==> src/rtl/vga_bounce_box_if.sv <==
// Pixel-stream bus between the VGA timing counters and the colour source.
// Inputs: pix_en (pixel strobe), de (display enable), px/py (active-area
// coordinates), frame_tick (once-per-frame pulse in vertical blanking).
// Outputs: vga_r/vga_g/vga_b (4-bit colour), de_out (de aligned with colour).
// master: timing side (drives strobes/coordinates, receives colour).
// slave : colour source (vga_bounce_box).
interface vga_bounce_box_if;
    logic       pix_en;
    logic       de;
    logic [9:0] px;
    logic [9:0] py;
    logic       frame_tick;
    logic [3:0] vga_r;
    logic [3:0] vga_g;
    logic [3:0] vga_b;
    logic       de_out;

    modport master (
        output pix_en, de, px, py, frame_tick,
        input  vga_r, vga_g, vga_b, de_out
    );

    modport slave (
        input  pix_en, de, px, py, frame_tick,
        output vga_r, vga_g, vga_b, de_out
    );
endinterface

==> src/rtl/vga_bounce_box.sv <==
// Bouncing-box pixel colour source, sits just upstream of the VGA sync stage.
// A solid BOX_SIZE square moves STEP pixels per frame on each axis, bounces off
// the screen edges and steps through a 7-entry palette on every bounce.
// Ports:
//   clk   - system clock (50 MHz)
//   rst_n - asynchronous active-low reset
//   bus   - vga_bounce_box_if.slave: pix_en/de/px/py/frame_tick in,
//           vga_r/vga_g/vga_b/de_out out (all outputs registered)
// Optional: define VGA_BORDER_EN to draw a white 1-pixel frame around the
// active area; the frame overrides the box.
module vga_bounce_box #(
    parameter int unsigned H_DISPLAY = 640,
    parameter int unsigned V_DISPLAY = 480,
    parameter int unsigned BOX_SIZE  = 32,
    parameter int unsigned STEP      = 4
) (
    input  logic            clk,
    input  logic            rst_n,
    vga_bounce_box_if.slave bus
);

    localparam int unsigned CW = 10;   // coordinate width
    localparam int unsigned NW = 11;   // widened width for overflow-free sums
    localparam int unsigned IW = 3;    // colour index width
    localparam int unsigned SW = CW + 2;

    localparam logic [NW-1:0] BOX_W  = NW'(BOX_SIZE);
    localparam logic [NW-1:0] STEP_W = NW'(STEP);
    localparam logic [NW-1:0] X_MAX  = NW'(H_DISPLAY - BOX_SIZE);
    localparam logic [NW-1:0] Y_MAX  = NW'(V_DISPLAY - BOX_SIZE);

    logic [CW-1:0] box_x, box_y;
    logic          dir_x, dir_y;      // 0 = increasing, 1 = decreasing
    logic [IW-1:0] cidx;

    logic [SW-1:0] step_x, step_y;    // {bounce, next dir, next pos}
    logic [IW-1:0] cidx_next;

    logic [NW-1:0] px_w, py_w, bx_w, by_w;
    logic          in_box;
    logic          on_border;
    logic [11:0]   pix_rgb;
    logic [11:0]   rgb_q;
    logic          de_q;

    // One motion step on one axis; nx+BOX > LIMIT is evaluated as nx > LIMIT-BOX.
    function automatic logic [SW-1:0] axis_step(
        input logic [CW-1:0] pos,
        input logic          dir,
        input logic [NW-1:0] pos_max
    );
        logic [NW-1:0] nx;
        logic [CW-1:0] npos;
        logic          ndir;
        logic          bnc;
        nx   = {1'b0, pos} + STEP_W;
        npos = pos;
        ndir = dir;
        bnc  = 1'b0;
        if (!dir) begin
            if (nx > pos_max) begin
                npos = pos_max[CW-1:0];
                ndir = 1'b1;
                bnc  = 1'b1;
            end else begin
                npos = nx[CW-1:0];
            end
        end else if ({1'b0, pos} < STEP_W) begin
            npos = '0;
            ndir = 1'b0;
            bnc  = 1'b1;
        end else begin
            npos = pos - STEP_W[CW-1:0];
        end
        return {bnc, ndir, npos};
    endfunction

    // Next box state; simultaneous X/Y bounces advance the colour only once.
    always_comb begin
        step_x    = axis_step(box_x, dir_x, X_MAX);
        step_y    = axis_step(box_y, dir_y, Y_MAX);
        cidx_next = cidx;
        if (step_x[SW-1] || step_y[SW-1]) begin
            cidx_next = (cidx == IW'(7)) ? IW'(1) : cidx + IW'(1);
        end
    end

    // Box state, updated once per frame.
    always_ff @(posedge clk or negedge rst_n) begin
        if (!rst_n) begin
            box_x <= '0;
            box_y <= '0;
            dir_x <= 1'b0;
            dir_y <= 1'b0;
            cidx  <= IW'(2);
        end else if (bus.frame_tick) begin
            box_x <= step_x[CW-1:0];
            box_y <= step_y[CW-1:0];
            dir_x <= step_x[CW];
            dir_y <= step_y[CW];
            cidx  <= cidx_next;
        end
    end

`ifdef VGA_BORDER_EN
    localparam logic [CW-1:0] H_LAST = CW'(H_DISPLAY - 1);
    localparam logic [CW-1:0] V_LAST = CW'(V_DISPLAY - 1);
    assign on_border = (bus.px == '0) || (bus.px == H_LAST) ||
                       (bus.py == '0) || (bus.py == V_LAST);
`else
    assign on_border = 1'b0;
`endif

    // Pixel colour from the pre-update box state.
    always_comb begin
        px_w    = {1'b0, bus.px};
        py_w    = {1'b0, bus.py};
        bx_w    = {1'b0, box_x};
        by_w    = {1'b0, box_y};
        in_box  = (px_w >= bx_w) && (px_w < bx_w + BOX_W) &&
                  (py_w >= by_w) && (py_w < by_w + BOX_W);
        pix_rgb = '0;
        if (bus.de) begin
            if (on_border) begin
                pix_rgb = 12'hFFF;
            end else if (in_box) begin
                pix_rgb = {{4{cidx[2]}}, {4{cidx[1]}}, {4{cidx[0]}}};
            end
        end
    end

    // Output registers advance only on pixel strobes.
    always_ff @(posedge clk or negedge rst_n) begin
        if (!rst_n) begin
            rgb_q <= '0;
            de_q  <= 1'b0;
        end else if (bus.pix_en) begin
            rgb_q <= pix_rgb;
            de_q  <= bus.de;
        end
    end

    assign bus.vga_r  = rgb_q[11:8];
    assign bus.vga_g  = rgb_q[7:4];
    assign bus.vga_b  = rgb_q[3:0];
    assign bus.de_out = de_q;

endmodule

==> src/flat_wrapper.sv <==
// flat-port wrapper written by rule: the top's interface ports become plain ports
module vga_bounce_box_flat 
#(
    parameter int unsigned H_DISPLAY = 640,
    parameter int unsigned V_DISPLAY = 480,
    parameter int unsigned BOX_SIZE  = 32,
    parameter int unsigned STEP      = 4
)
  (clk, rst_n, bus_pix_en, bus_de, bus_px, bus_py, bus_frame_tick, bus_vga_r, bus_vga_g, bus_vga_b, bus_de_out);
  vga_bounce_box_if bus_i ();
  input  logic clk;
  input  logic rst_n;
  input wire logic [$bits(bus_i.pix_en)-1:0] bus_pix_en;
  input wire logic [$bits(bus_i.de)-1:0] bus_de;
  input wire logic [$bits(bus_i.px)-1:0] bus_px;
  input wire logic [$bits(bus_i.py)-1:0] bus_py;
  input wire logic [$bits(bus_i.frame_tick)-1:0] bus_frame_tick;
  output wire logic [$bits(bus_i.vga_r)-1:0] bus_vga_r;
  output wire logic [$bits(bus_i.vga_g)-1:0] bus_vga_g;
  output wire logic [$bits(bus_i.vga_b)-1:0] bus_vga_b;
  output wire logic [$bits(bus_i.de_out)-1:0] bus_de_out;
  assign bus_i.pix_en = bus_pix_en;
  assign bus_i.de = bus_de;
  assign bus_i.px = bus_px;
  assign bus_i.py = bus_py;
  assign bus_i.frame_tick = bus_frame_tick;
  assign bus_vga_r = bus_i.vga_r;
  assign bus_vga_g = bus_i.vga_g;
  assign bus_vga_b = bus_i.vga_b;
  assign bus_de_out = bus_i.de_out;
  vga_bounce_box #(.H_DISPLAY(H_DISPLAY), .V_DISPLAY(V_DISPLAY), .BOX_SIZE(BOX_SIZE), .STEP(STEP)) u_core (.clk(clk), .rst_n(rst_n), .bus(bus_i));
endmodule
==> config.mk <==
export PLATFORM = sky130hd
export DESIGN_NAME = vga_bounce_box_flat
export DESIGN_NICKNAME = d
export VERILOG_FILES = /design/src/rtl/vga_bounce_box_if.sv /design/src/rtl/vga_bounce_box.sv /design/src/flat_wrapper.sv
export SDC_FILE = /design/constraint.sdc
export NUM_CORES = 1
export LEC_CHECK = 0
export BUFFER_PORTS_ARGS = -buffer_cell sky130_fd_sc_hd__buf_2
export CELL_PAD_IN_SITES_DETAIL_PLACEMENT = 0
export CELL_PAD_IN_SITES_GLOBAL_PLACEMENT = 1
export CORE_MARGIN = 4
export CORE_UTILIZATION = 48
export DETAILED_ROUTE_END_ITERATION = 8
export PLACE_DENSITY_LB_ADDON = 0.08
export SLEW_MARGIN = 20
export SYNTH_ARGS = -nofsm -noshare
export SYNTH_HDL_FRONTEND = slang
export SYNTH_SLANG_ARGS = --single-unit
==> constraint.sdc <==
create_clock -name clk -period 3.9 [get_ports clk]
set_clock_uncertainty 0.1 [all_clocks]
set_input_delay 0.39 -clock clk [delete_from_list [all_inputs] [get_ports clk]]
set_output_delay 0.39 -clock clk [all_outputs]
set_load 0.01 [all_outputs]
; Yosys cells after proc, flatten, opt, wreduce, memory -nomap -nowiden
; Cells that the tools add are included.
[totals]
ff_bits = 38
output_inout_bits = 13
[op_classes]
n_reduce_logical = 5
n_eq_ne = 1
mux = 19
magnitude_cmp = 8
n_addsub = 7
[ops]
columns = op, n
row1 = 10-bit two-way mux, 6
row2 = 12-bit two-way mux, 2
row3 = 10-bit by 3-bit adder with 11-bit output (second input constant), 2
row4 = 10-bit by 6-bit adder with 11-bit output (second input constant), 2
row5 = 10-bit by 11-bit less-than comparator with 1-bit output, 2
row6 = 10-bit >= comparator, 2
row7 = 10-bit by 3-bit less-than comparator with 1-bit output (second input constant), 2
row8 = 10-bit by 3-bit subtractor with 10-bit output (second input constant), 2
row9 = 11-bit by 10-bit > comparator with 1-bit output (second input constant), 1
row10 = 11-bit by 9-bit > comparator with 1-bit output (second input constant), 1
row11 = 1-bit two-way mux, 10
row12 = 3-bit by 1-bit adder with 3-bit output (second input constant), 1
row13 = 3-bit == test (second input constant), 1
row14 = 1-bit logical AND, 3
row15 = 3-bit two-way mux, 1
row16 = 2-bit AND reduction, 1
row17 = 1-bit logical OR, 1

; Logic depth before layout (Yosys ltp)
[depth]
ltp_word = 7
mapped_depth = 10
ltp_nobuf = 9

; Least setup slack after synthesis
; OpenSTA, ideal clock, no wires.
[synth_timing]
path_type = flip-flop to flip-flop
start = reg u_core.box_x[3]
end = reg u_core.cidx[2]
stages_incl_launch_ff = 9
slack_ns = 1.490
t_required_ns = 3.675
arrival_time_ns = 2.185
cell_sequence = dfrtp_1 -> ha_1 -> buf_2 -> nand2_1 -> a211oi_1 -> o32a_1 -> a311o_2 -> a31oi_4 -> mux2_4
[synth_between]
elab_chain_cells = 6
[synth_lines]
columns = item, line
row1 = "start, declared", vga_bounce_box.sv:32  ; logic [CW-1:0] box_x, box_y;
row2 = "start signal, assigned", vga_bounce_box.sv:97  ; box_x <= step_x[CW-1:0];
row3 = 10-bit by 3-bit adder with 11-bit output, vga_bounce_box.sv:56  ; nx = {1'b0, pos} + STEP_W;
row4 = 11-bit by 10-bit > comparator with 1-bit output, vga_bounce_box.sv:61  ; if (nx > pos_max) begin
row5 = 1-bit two-way mux, vga_bounce_box.sv:61
row6 = 1-bit two-way mux (*), vga_bounce_box.sv:60  ; if (!dir) begin
row7 = 1-bit logical OR (*), vga_bounce_box.sv:83  ; if (step_x[SW-1] || step_y[SW-1]) begin
row8 = 2-bit AND reduction (no source line) (*), -
row9 = "end signal, assigned", vga_bounce_box.sv:101  ; cidx <= cidx_next;
row10 = "end, declared", vga_bounce_box.sv:34  ; logic [IW-1:0] cidx;
; Mark *: on every way between the ends. The rest lies on a longest branch, timed or not.
; A chain may end at the register's enable or synchronous reset.

; Worst setup path after layout
[layout_timing]
start = reg u_core.box_y[5]
end = reg u_core.cidx[2]
[layout_between]
elab_chain_cells = 6
[layout_lines]
columns = item, line
row1 = "start, declared", vga_bounce_box.sv:32
row2 = "start signal, assigned", vga_bounce_box.sv:98  ; box_y <= step_y[CW-1:0];
row3 = 10-bit by 3-bit adder with 11-bit output, vga_bounce_box.sv:56
row4 = 11-bit by 9-bit > comparator with 1-bit output, vga_bounce_box.sv:61
row5 = 1-bit two-way mux, vga_bounce_box.sv:61
row6 = 1-bit two-way mux (*), vga_bounce_box.sv:60
row7 = 1-bit logical OR (*), vga_bounce_box.sv:83
row8 = 2-bit AND reduction (no source line) (*), -
; Marks and branches as above.

==> flow_summary.yaml <==
clock_tree:
  cts_tree: "built"
  htreeDepth: 1
  hold_buffers: 0
  clk_path_buf_depth: 2
  cts_resized: 0
  cts_setup_buffers: 0
  clk_latency_ns: 0.27
  cts_sinks: 25
  cts_buffers: 3
  root_buffer: "clkbuf_8"
  cts.clk_slew.worst_paths_ns: 0.09
finish:
  stdcell_count: 404
  design_area_sq_mm: 0.00292
  drive_above_1_share_pct: 15.7
  ff_latch_area_sq_um: 627
  fill_cells: 551
  syn2layout_area_growth_pct: 6.15
  multiInputGateArea_sq_mm: 0.00187
  diodes: 0
  utilization_pct: 52.6
  final_nets: 395
die:
  pin_count: 38
  die-width_um: 83.6
  coreArea_sq_mm: 0.00554
  die_area_sq_mm: 0.00700
  num_rows: 27
  die_h_um: 83.6
  initial_core_util_pct: 49.6
grt:
  grt_max_degree: 26
  track_usage_pct: 19.6
  first_global_vias: 2374
  grt_antenna_before_repair: 0
  grt_pass1_wl_um: 11600
  overflow: 0
power_and_ir_drop:
  ir_drop_uv: 402
  leakage_nw: 1.29
  total_power_mw: 2.06
  power.density_mw_per_mm2: 707
logic_synthesis:
  syn_area_per_cell_sq_um: 8.66
  ys_async_sr_fraction_pct: 100
  yosys_warnings: 0
  synth_top_area_share_pct: 21.9
  yosysUniqueCellTypes: 66
  synth_edf_count: 0
  synthTopCellsByArea: "dfrtp_1, ha_1, inv_1"
  ys_seq_area_share_pct: 22.8
  netlist_top_cells_count: "ha_1, inv_1, dfrtp_1, nand2_1, o21ai_0"
  netlist_area_sq_mm: 0.00275
  yosys.area.top_type: "dfrtp_1"
  synth_cells: 317
  synthFlopType: "dfrtp_1"
  synth_fp_nets: 379
  yosysMostFrequentCell: "ha_1"
  synth_seq_cells: 25
placement:
  placed_area_sq_mm: 0.00287
  placed_cells: 400
  globalplace.congestion: 0.902
  portBuffers: 33
  place_hpwl_um: 5250
  dp_worst_setup_slack_ns: 1.10
status:
  failed_checks: "negative hold slack"
  status: "finished with violations"
timing:
  drv_slew: 0
  setup_viol: 0
  finalHoldViolCount: 1
  finalCritPeriodShare_pct: 72.8
  period_minus_slack_ns: 2.84
  setup_slack_ns: 1.06
  holdWs_ns: -0.000800
  slew_headroom_pct: 60.0
  rsz0062_at_grt: "no"
  tightest_slew_ns: 0.593
  timing.setup.tns_ns: 0
  fmax_ghz: 0.352
route:
  drc: 0
  wire_per_inst_um: 17.0
  postRouteAntennaNets: 0
  viasPerCell: 6.20
  wirelength_met1_um: 3380
  finalWirelength_um: 6850
  met2_length_um: 3040
  route.met3.wl_um: 413
  vias: 2506
  routed.top_layer: "met4"
  drt_iter0_drc: 233
  firstDrtPassIters: 4
setup_path:
  arrival_ns: 2.90
  r2r-start: "u_core.box_y[5]$_DFFE_PN0P_"
  worstSetupPathType: "flop to flop"
  critPathMaxStageDelay_ns: 0.56
  cp_max_fo: 10
  critPathBufInv: 0
  worstSetupEndpointType: "flop"
  worstPathRequired_ns: 3.96
  crit_path_start_kind: "flop"
  path_cells: "ha_1 -> and4_1 -> o211ai_1 -> a221oi_4 -> o211ai_2 -> a31oi_4 -> mux2_4"
  crit_slowest_cell: "dfrtp_1"
  setup.worst_path.start: "u_core.box_y[5]$_DFFE_PN0P_"
  critPathTopFamily: "compound AO/OA/AOI/OAI gates"
worst_hold_path:
  hold_path_class: "input pin to async pin"
flow_run:
  cap_violations: 0
-- registers in the layout, summed over array words and instances, names as in the netlist --
register / flops
u_core.box_x: 8
u_core.box_y: 8
u_core.cidx: 3
u_core.rgb_q: 3
u_core.bus.de_out: 1
u_core.dir_x: 1
u_core.dir_y: 1
-- routing by layer --
metal	vias up	global-route usage, %
li1	1231	-
met3	2	3.55
met4	0	1.75
met1	1192	29.0
met2	81	30.7
met5	-	0
-- where the power goes --
part	switching [mW]	internal (mW)
Combinational	0.748	0.559
Clock	0.0761	0.0729
Sequential	0.236	0.367
Total	1.06	0.999
-- logic make-up after synthesis --
logic type                 share of synthesized area (%)
AOI/OAI and AO/OA                                   31.2
and+or+nand+nor                                     15.1
buffers and inverters                               9.16
adders and majority gates                           16.9
DFF                                                 22.8
muxes                                               2.96
xor gates and xnor gates                            1.91
-- worst reg2reg max path: stages, from the launching register on --
cell	delay [ns]
dfrtp_1	0.56
ha_1	0.35
and4_1	0.30
o211ai_1	0.16
a221oi_4	0.37
o211ai_2	0.23
a31oi_4	0.35
mux2_4	0.32
-- placed cells by master, fill, tap and decap left out, types with 2 or more instances in the layout --
cell type and n:
a221oi_1 2, a21oi_1 16, mux2_4 2, a21o_1 6, a32oi_1 3, inv_1 29
o32a_1 3, nor3_1 4, clkbuf_8 3, nand2_1 18, o32ai_1 6, and3_1 3
o21a_1 9, o211ai_1 5, buf_2 33, o22ai_1 6, a41oi_1 2, nand4_1 7
nor2b_1 5, nor2_1 12, o31ai_1 2, a211oi_1 6, and2_1 3, and3b_1 2
o21ai_0 18, mux2i_1 4, o2111ai_1 3, nand3_1 8, dfrtp_1 24, ha_1 37
o221ai_1 3, xnor2_1 6, a31oi_1 8, and4_1 2, o31a_1 2
-- layout make-up --
type	instances	share of cell area, %
sequential	25	21.5
clock buffer	4	1.55
tap	72	3.09
inverter	30	3.86
multi-input combinational	239	64.1
timing repair buffer	34	5.92
-- worst paths after layout --
kind	slack [ns]	to	cells after the start
max reg2reg	1.06	u_core.cidx[2]$_DFFE_PN0P_	7
min in group clk	0.27	u_core.bus.de_out$_DFFE_PN0P_	2
min	-0.0008	u_core.rgb_q[10]$_DFFE_PN0P_	1
max in group asynchronous	3.32	u_core.box_y[6]$_DFFE_PN0P_	1
max	1.06	u_core.cidx[2]$_DFFE_PN0P_	7
min reg2reg	0.41	u_core.bus.de_out$_DFFE_PN0P_	1
(Power assumes the default switching activity.)
